File: src/rtl/osd_spi_seq_pkg.sv
// osd_spi_seq_pkg: OSD SPI opcodes, command bytes and sequencer state encoding
package osd_spi_seq_pkg;
    localparam logic [1:0] OP_DISABLE      = 2'd0;
    localparam logic [1:0] OP_ENABLE       = 2'd1;
    localparam logic [1:0] OP_WRITE        = 2'd2;
    localparam logic [1:0] OP_RSVD         = 2'd3;
    localparam logic [7:0] CMD_ENABLE_BASE = 8'h40;
    localparam logic [7:0] CMD_WRITE_BASE  = 8'h20;
    localparam int         OSD_LINE_BYTES  = 256;

    // bit 1 set exactly in the states that hold SS3 low, so SS3 is a clean flop bit
    typedef enum logic [1:0] {
        ST_IDLE  = 2'b00,
        ST_GAP   = 2'b01,
        ST_SHIFT = 2'b10,
        ST_HOLD  = 2'b11
    } state_t;

    function automatic logic [7:0] cmd_byte(input logic [1:0] op, input logic [2:0] line);
        return op == OP_WRITE ? (CMD_WRITE_BASE | {5'd0, line})
                              : (CMD_ENABLE_BASE | {7'd0, op == OP_ENABLE});
    endfunction
endpackage

File: src/rtl/osd_spi_shift.sv
// osd_spi_shift: SCK half-period timer and MSB-first byte shifter with back-to-back reload
module osd_spi_shift #(
    parameter int CLK_DIV = 2
) (
    input  logic       clk,
    input  logic       reset,
    input  logic       load,
    input  logic [7:0] din,
    input  logic       more,
    input  logic [7:0] next_byte,
    output logic       byte_done,
    output logic       sck,
    output logic       di
);
    localparam int TW = $clog2(CLK_DIV);
    logic          run;
    logic          tick;
    logic [TW-1:0] tcnt;
    logic [2:0]    bitc;
    logic [7:0]    sreg;

    assign tick      = tcnt == TW'(CLK_DIV - 1);
    assign byte_done = run & sck & tick & (bitc == 3'd7);

    always_ff @(posedge clk or posedge reset) begin
        if (reset) begin
            run  <= 1'b0;
            tcnt <= '0;
            bitc <= '0;
            sreg <= '0;
            sck  <= 1'b0;
            di   <= 1'b0;
        end else if (load) begin
            run  <= 1'b1;
            tcnt <= '0;
            bitc <= '0;
            sreg <= din;
            sck  <= 1'b0;
            di   <= din[7];
        end else if (run) begin
            tcnt <= tick ? '0 : tcnt + 1'b1;
            if (tick) begin
                sck  <= ~sck;
                bitc <= sck ? bitc + 3'd1 : bitc;
                // next bit (or next byte's MSB) goes out on the same clk SCK falls
                if (sck && bitc == 3'd7) begin
                    run  <= more;
                    sreg <= next_byte;
                    di   <= more ? next_byte[7] : di;
                end else if (sck) begin
                    sreg <= {sreg[6:0], 1'b0};
                    di   <= sreg[6];
                end
            end
        end
    end
endmodule

File: src/rtl/osd_spi_seq.sv
// osd_spi_seq: frames OSD enable/disable/line-write requests as SS3-low SPI transactions,
// streaming line payload from a 1-cycle-latency byte RAM through a one-entry prefetch.
module osd_spi_seq
    import osd_spi_seq_pkg::*;
#(
    parameter int CLK_DIV  = 2,
    parameter int GAP_HALF = 2
) (
    input  logic       clk,
    input  logic       reset,
    input  logic       cmd_valid,
    output logic       cmd_ready,
    input  logic [1:0] cmd_op,
    input  logic [2:0] cmd_line,
    output logic       data_rd,
    output logic [7:0] data_addr,
    input  logic [7:0] data_rdata,
    output logic       busy,
    output logic       done,
    output logic       SPI_SCK,
    output logic       SPI_SS3,
    output logic       SPI_DI
);
    localparam int GAP_LEN = GAP_HALF * CLK_DIV;
    localparam int CW      = $clog2(GAP_LEN + CLK_DIV);

    state_t        state, state_d;
    logic [CW-1:0] cnt;
    logic [8:0]    bcnt;
    logic [7:0]    pf;
    logic          is_wr, rd_q, byte_done, more, fetch, accept, load;

    assign accept    = cmd_valid & cmd_ready;
    assign load      = accept & (cmd_op != OP_RSVD);
    assign cmd_ready = state == ST_IDLE;
    assign busy      = state != ST_IDLE;
    assign done      = state == ST_GAP && cnt == CW'(GAP_LEN - 1);
    assign SPI_SS3   = ~state[1];
    assign more      = is_wr & (bcnt != 9'(OSD_LINE_BYTES));
    // byte n+1 is fetched as byte n enters the shifter; the last fetch is byte 255
    assign fetch     = byte_done & more & (bcnt < 9'd255);

    always_comb begin
        state_d = state;
        case (state)
            ST_IDLE:  state_d = accept ? (load ? ST_SHIFT : ST_GAP) : ST_IDLE;
            ST_SHIFT: state_d = byte_done && !more ? ST_HOLD : ST_SHIFT;
            ST_HOLD:  state_d = cnt == CW'(CLK_DIV - 1) ? ST_GAP : ST_HOLD;
            ST_GAP:   state_d = done ? ST_IDLE : ST_GAP;
            default:  state_d = ST_IDLE;
        endcase
    end

    always_ff @(posedge clk or posedge reset) begin
        if (reset) begin
            state     <= ST_IDLE;
            cnt       <= '0;
            bcnt      <= '0;
            pf        <= '0;
            is_wr     <= 1'b0;
            rd_q      <= 1'b0;
            data_rd   <= 1'b0;
            data_addr <= '0;
        end else begin
            state     <= state_d;
            cnt       <= state_d != state ? '0 : cnt + 1'b1;
            is_wr     <= accept ? cmd_op == OP_WRITE : is_wr;
            bcnt      <= accept ? '0 : (byte_done && more) ? bcnt + 9'd1 : bcnt;
            data_rd   <= (accept && cmd_op == OP_WRITE) || fetch;
            data_addr <= accept ? '0 : fetch ? bcnt[7:0] + 8'd1 : data_addr;
            rd_q      <= data_rd;
            pf        <= rd_q ? data_rdata : pf;
        end
    end

    osd_spi_shift #(.CLK_DIV(CLK_DIV)) u_shift (
        .clk       (clk),
        .reset     (reset),
        .load      (load),
        .din       (cmd_byte(cmd_op, cmd_line)),
        .more      (more),
        .next_byte (pf),
        .byte_done (byte_done),
        .sck       (SPI_SCK),
        .di        (SPI_DI)
    );
endmodule

File: config.mk
export PLATFORM = sky130hd
export DESIGN_NAME = osd_spi_seq
export DESIGN_NICKNAME = d
export VERILOG_FILES = /design/src/rtl/osd_spi_seq_pkg.sv /design/src/rtl/osd_spi_shift.sv /design/src/rtl/osd_spi_seq.sv
export SDC_FILE = /design/constraint.sdc
export NUM_CORES = 1
export LEC_CHECK = 0
export ABC_AREA = 1
export BUFFER_PORTS_ARGS = -buffer_cell sky130_fd_sc_hd__buf_2
export CAP_MARGIN = 20
export CORE_ASPECT_RATIO = 0.6
export CORE_MARGIN = 2
export CORE_UTILIZATION = 45
export CTS_CLUSTER_DIAMETER = 60
export DETAILED_ROUTE_END_ITERATION = 6
export MAX_ROUTING_LAYER = met4
export PLACE_DENSITY = 0.72
export SETUP_SLACK_MARGIN = 0.05
export SKIP_LAST_GASP = 1
export SLEW_MARGIN = 5
export SYNTH_ARGS = -nofsm -noshare
export SYNTH_HDL_FRONTEND = slang
export SYNTH_SLANG_ARGS = --single-unit
File: constraint.sdc
create_clock -name clk -period 2.7 [get_ports clk]
set_input_delay 0.81 -clock clk [delete_from_list [all_inputs] [get_ports clk]]
set_output_delay 0.81 -clock clk [all_outputs]
set_load 0.05 [all_outputs]
==> flow_summary.yaml <==
global_route:
  grt_first_pass_wirelength_um: 8880
  grt_use_met2_pct: 27.5
  first_global_vias: 1817
  track_usage_pct: 20.4
  grt_max_degree: 26
  grt-ovfl-total: 0
  use_met3_pct: 4.91
  antenna_found_initial: 0
  busiest_layer: "met1"
  grtUsageMet1_pct: 30.3
cts:
  post_cts_buffers: 0
  cts_tree: "done"
  cts_resized: 0
  clkLatencyLatePin_ps: 300
  clkSinkCount: 47
  cts_max_level: 2
  cts_buffers: 5
  path_clk_slew_ps: 80
  clk_path_buf_depth: 2
  cts-root-buf: "clkbuf_8"
  cts_hold_buf: 0
critical_path:
  cp_data_required_time_ps: 1890
  startpoint_type: "flop"
  arrival_ps: 1440
  cp_max_fo: 3
  endpoint_kind: "output port"
  path_class: "reg -> out"
placed_design:
  dp.cells: 372
  gp_congestion: 0.928
  placement.io_buffers: 30
  hpwlAfterDp_um: 3830
  pre_cts_slack_ps: 756
  place_area_um2: 2550
power_and_ir_drop:
  ir_drop_mv: 0.409
  p_total_mw: 2.50
  power.density_nw_per_um2: 942
  p_leak_nw: 1.38
floorplanning:
  core_area_um2: 5050
  fp-row-count: 20
  die_h_um: 60.1
  dieWidth_um: 97.4
  initial_core_util_pct: 46.6
  die_area_um2: 5850
  top_level_ports: 31
layout:
  drive_above_1_share_pct: 19.7
  final_common_cell: "nand2_1"
  antenna_cells: 0
  design_area_um2: 2650
  final_nets: 336
  fin_util_pct: 52.5
  layout.cells.non_filler: 380
  syn2layout_area_growth_pct: 12.6
  layout_common_cells: "nand2_1, dfrtp_1, inv_1, buf_2"
synthesis:
  netlist_instances: 280
  ys_warn_count: 0
  ys_ff_latch: 47
  netlist_area_um2: 2360
  synth-compound-area-share_pct: 11.8
  synth_top_family_by_area: "simple AND/OR/NAND/NOR gates"
  synth-simple-area-share_pct: 24.4
  synth.net_count: 303
  netlist-cell-type-count: 29
  avgSynthCellArea_um2: 8.42
  synth-seq-area-share_pct: 49.9
  yosys-mux-area-fraction_pct: 1.43
  synth_adder_area_share_pct: 3.72
  synthXorXnorAreaFrac_pct: 0.372
sta:
  setup_viol: 0
  post-route-period-util_pct: 83.2
  final_hold_viol_count: 0
  fin_tns_setup_ps: 0
  finalMaxSlewViolations: 0
  slew_headroom_pct: 64.7
  rsz0062_at_grt: "no"
  max_freq_ghz: 0.445
  whs_ps: 390
  worstMarginPinSlew_ps: 529
  finalCriticalPeriod_ps: 2250
  skew_ps: 4.88
  final.setup.worst_slack_ps: 454
route:
  antenna_left: 0
  viasPerCell: 5.04
  vias: 1917
  wirelength_um: 5090
  drt_iter0_markers: 168
  drc: 0
  post_drt_wl_per_cell_um: 13.4
  firstDrtPassIters: 4
run:
  cap_viol_max_count: 0
run_status:
  outcome: "completed"
hold_path:
  hold_path.class: "reg -> reg"
[worst max-delay path, stage by stage (launching register included)]
cell     delay, ps
dfrtp_1        410
ha_1           210
ha_1           200
nand2_1         90
inv_1           40
buf_2          200
[cells in the mapped netlist]
library cell | instances | area share, %
xor2_1 | 1 | 0.37
nand4_1 | 2 | 0.53
buf_12 | 1 | 0.85
buf_4 | 1 | 0.32
o21ai_0 | 25 | 5.3
a32o_1 | 1 | 0.42
nor2_1 | 25 | 4.0
a21oi_1 | 9 | 1.9
or2_2 | 1 | 0.27
a31oi_2 | 3 | 1.6
dfrtp_1 | 47 | 50
mux2_2 | 3 | 1.4
buf_6 | 1 | 0.48
nand3_2 | 2 | 0.85
nand3_1 | 16 | 3.4
inv_1 | 35 | 5.6
nor2_4 | 2 | 0.96
nor3_1 | 2 | 0.42
nand2_1 | 75 | 12
ha_1 | 7 | 3.7
nor2_2 | 4 | 1.1
nand2_4 | 2 | 0.96
a31oi_1 | 5 | 1.3
o21a_1 | 1 | 0.32
buf_2 | 1 | 0.21
clkbuf_1 | 2 | 0.32
o22ai_1 | 1 | 0.27
a21oi_4 | 1 | 0.69
inv_2 | 4 | 0.64
[final cells by class]
class,count,area (um^2)
Fill cell,481,2400
Sequential cell,47,1180
Tap cell,66,82.6
Inverter,39,146
Timing Repair Buffer,32,165
Multi-Input combinational cell,188,983
Clock buffer,8,100
[where the power goes]
group	total (mW)	internal [mW]	switching [mW]
clock network	0.458	0.234	0.224
registers	1.06	0.906	0.153
logic	0.982	0.314	0.668
total	2.50	1.45	1.05
[registers in the layout, summed over array words and instances, names as in the netlist]
register,cells
cnt,3
u_shift.bitc,3
u_shift.sck,1
u_shift.tcnt,1
u_shift.sreg,7
pf,8
rd_q,1
state,2
is_wr,1
bcnt,9
u_shift.run,1
u_shift.di,1
data_rd,1
data_addr,8
[metal layers]
metal / routed length, um / vias to the layer above
li1: - / 961
met4: 63 / 0
met2: 1970 / 66
met3: 320 / 8
met1: 2740 / 882
met5: 0 / -
[cell families after synthesis]
family / after synthesis
AOI/OAI and AO/OA: 46
xor gates and xnor gates: 1
adders and majority gates: 7
buffers and inverters: 45
DFF: 47
muxes: 3
and+or+nand+nor: 131
[path summary, 6_finish.rpt]
| kind | startpoint | to | slack, ps | cells past startpoint |
|---|---|---|---|---|
| worst max-delay path | cnt[0] | done | 450 | 5 |
| worst min-delay path | data_rd | rd_q | 390 | 0 |
| worst max register to register | u_shift.bitc[0] | bcnt[5] | 720 | 7 |
| worst min register to register | data_rd | rd_q | 390 | 0 |
| max in group asynchronous | reset | pf[2] | 1590 | 3 |
| min in group asynchronous | reset | u_shift.sck | 540 | 2 |
No activity file was read; power rests on OpenSTA's default activity.
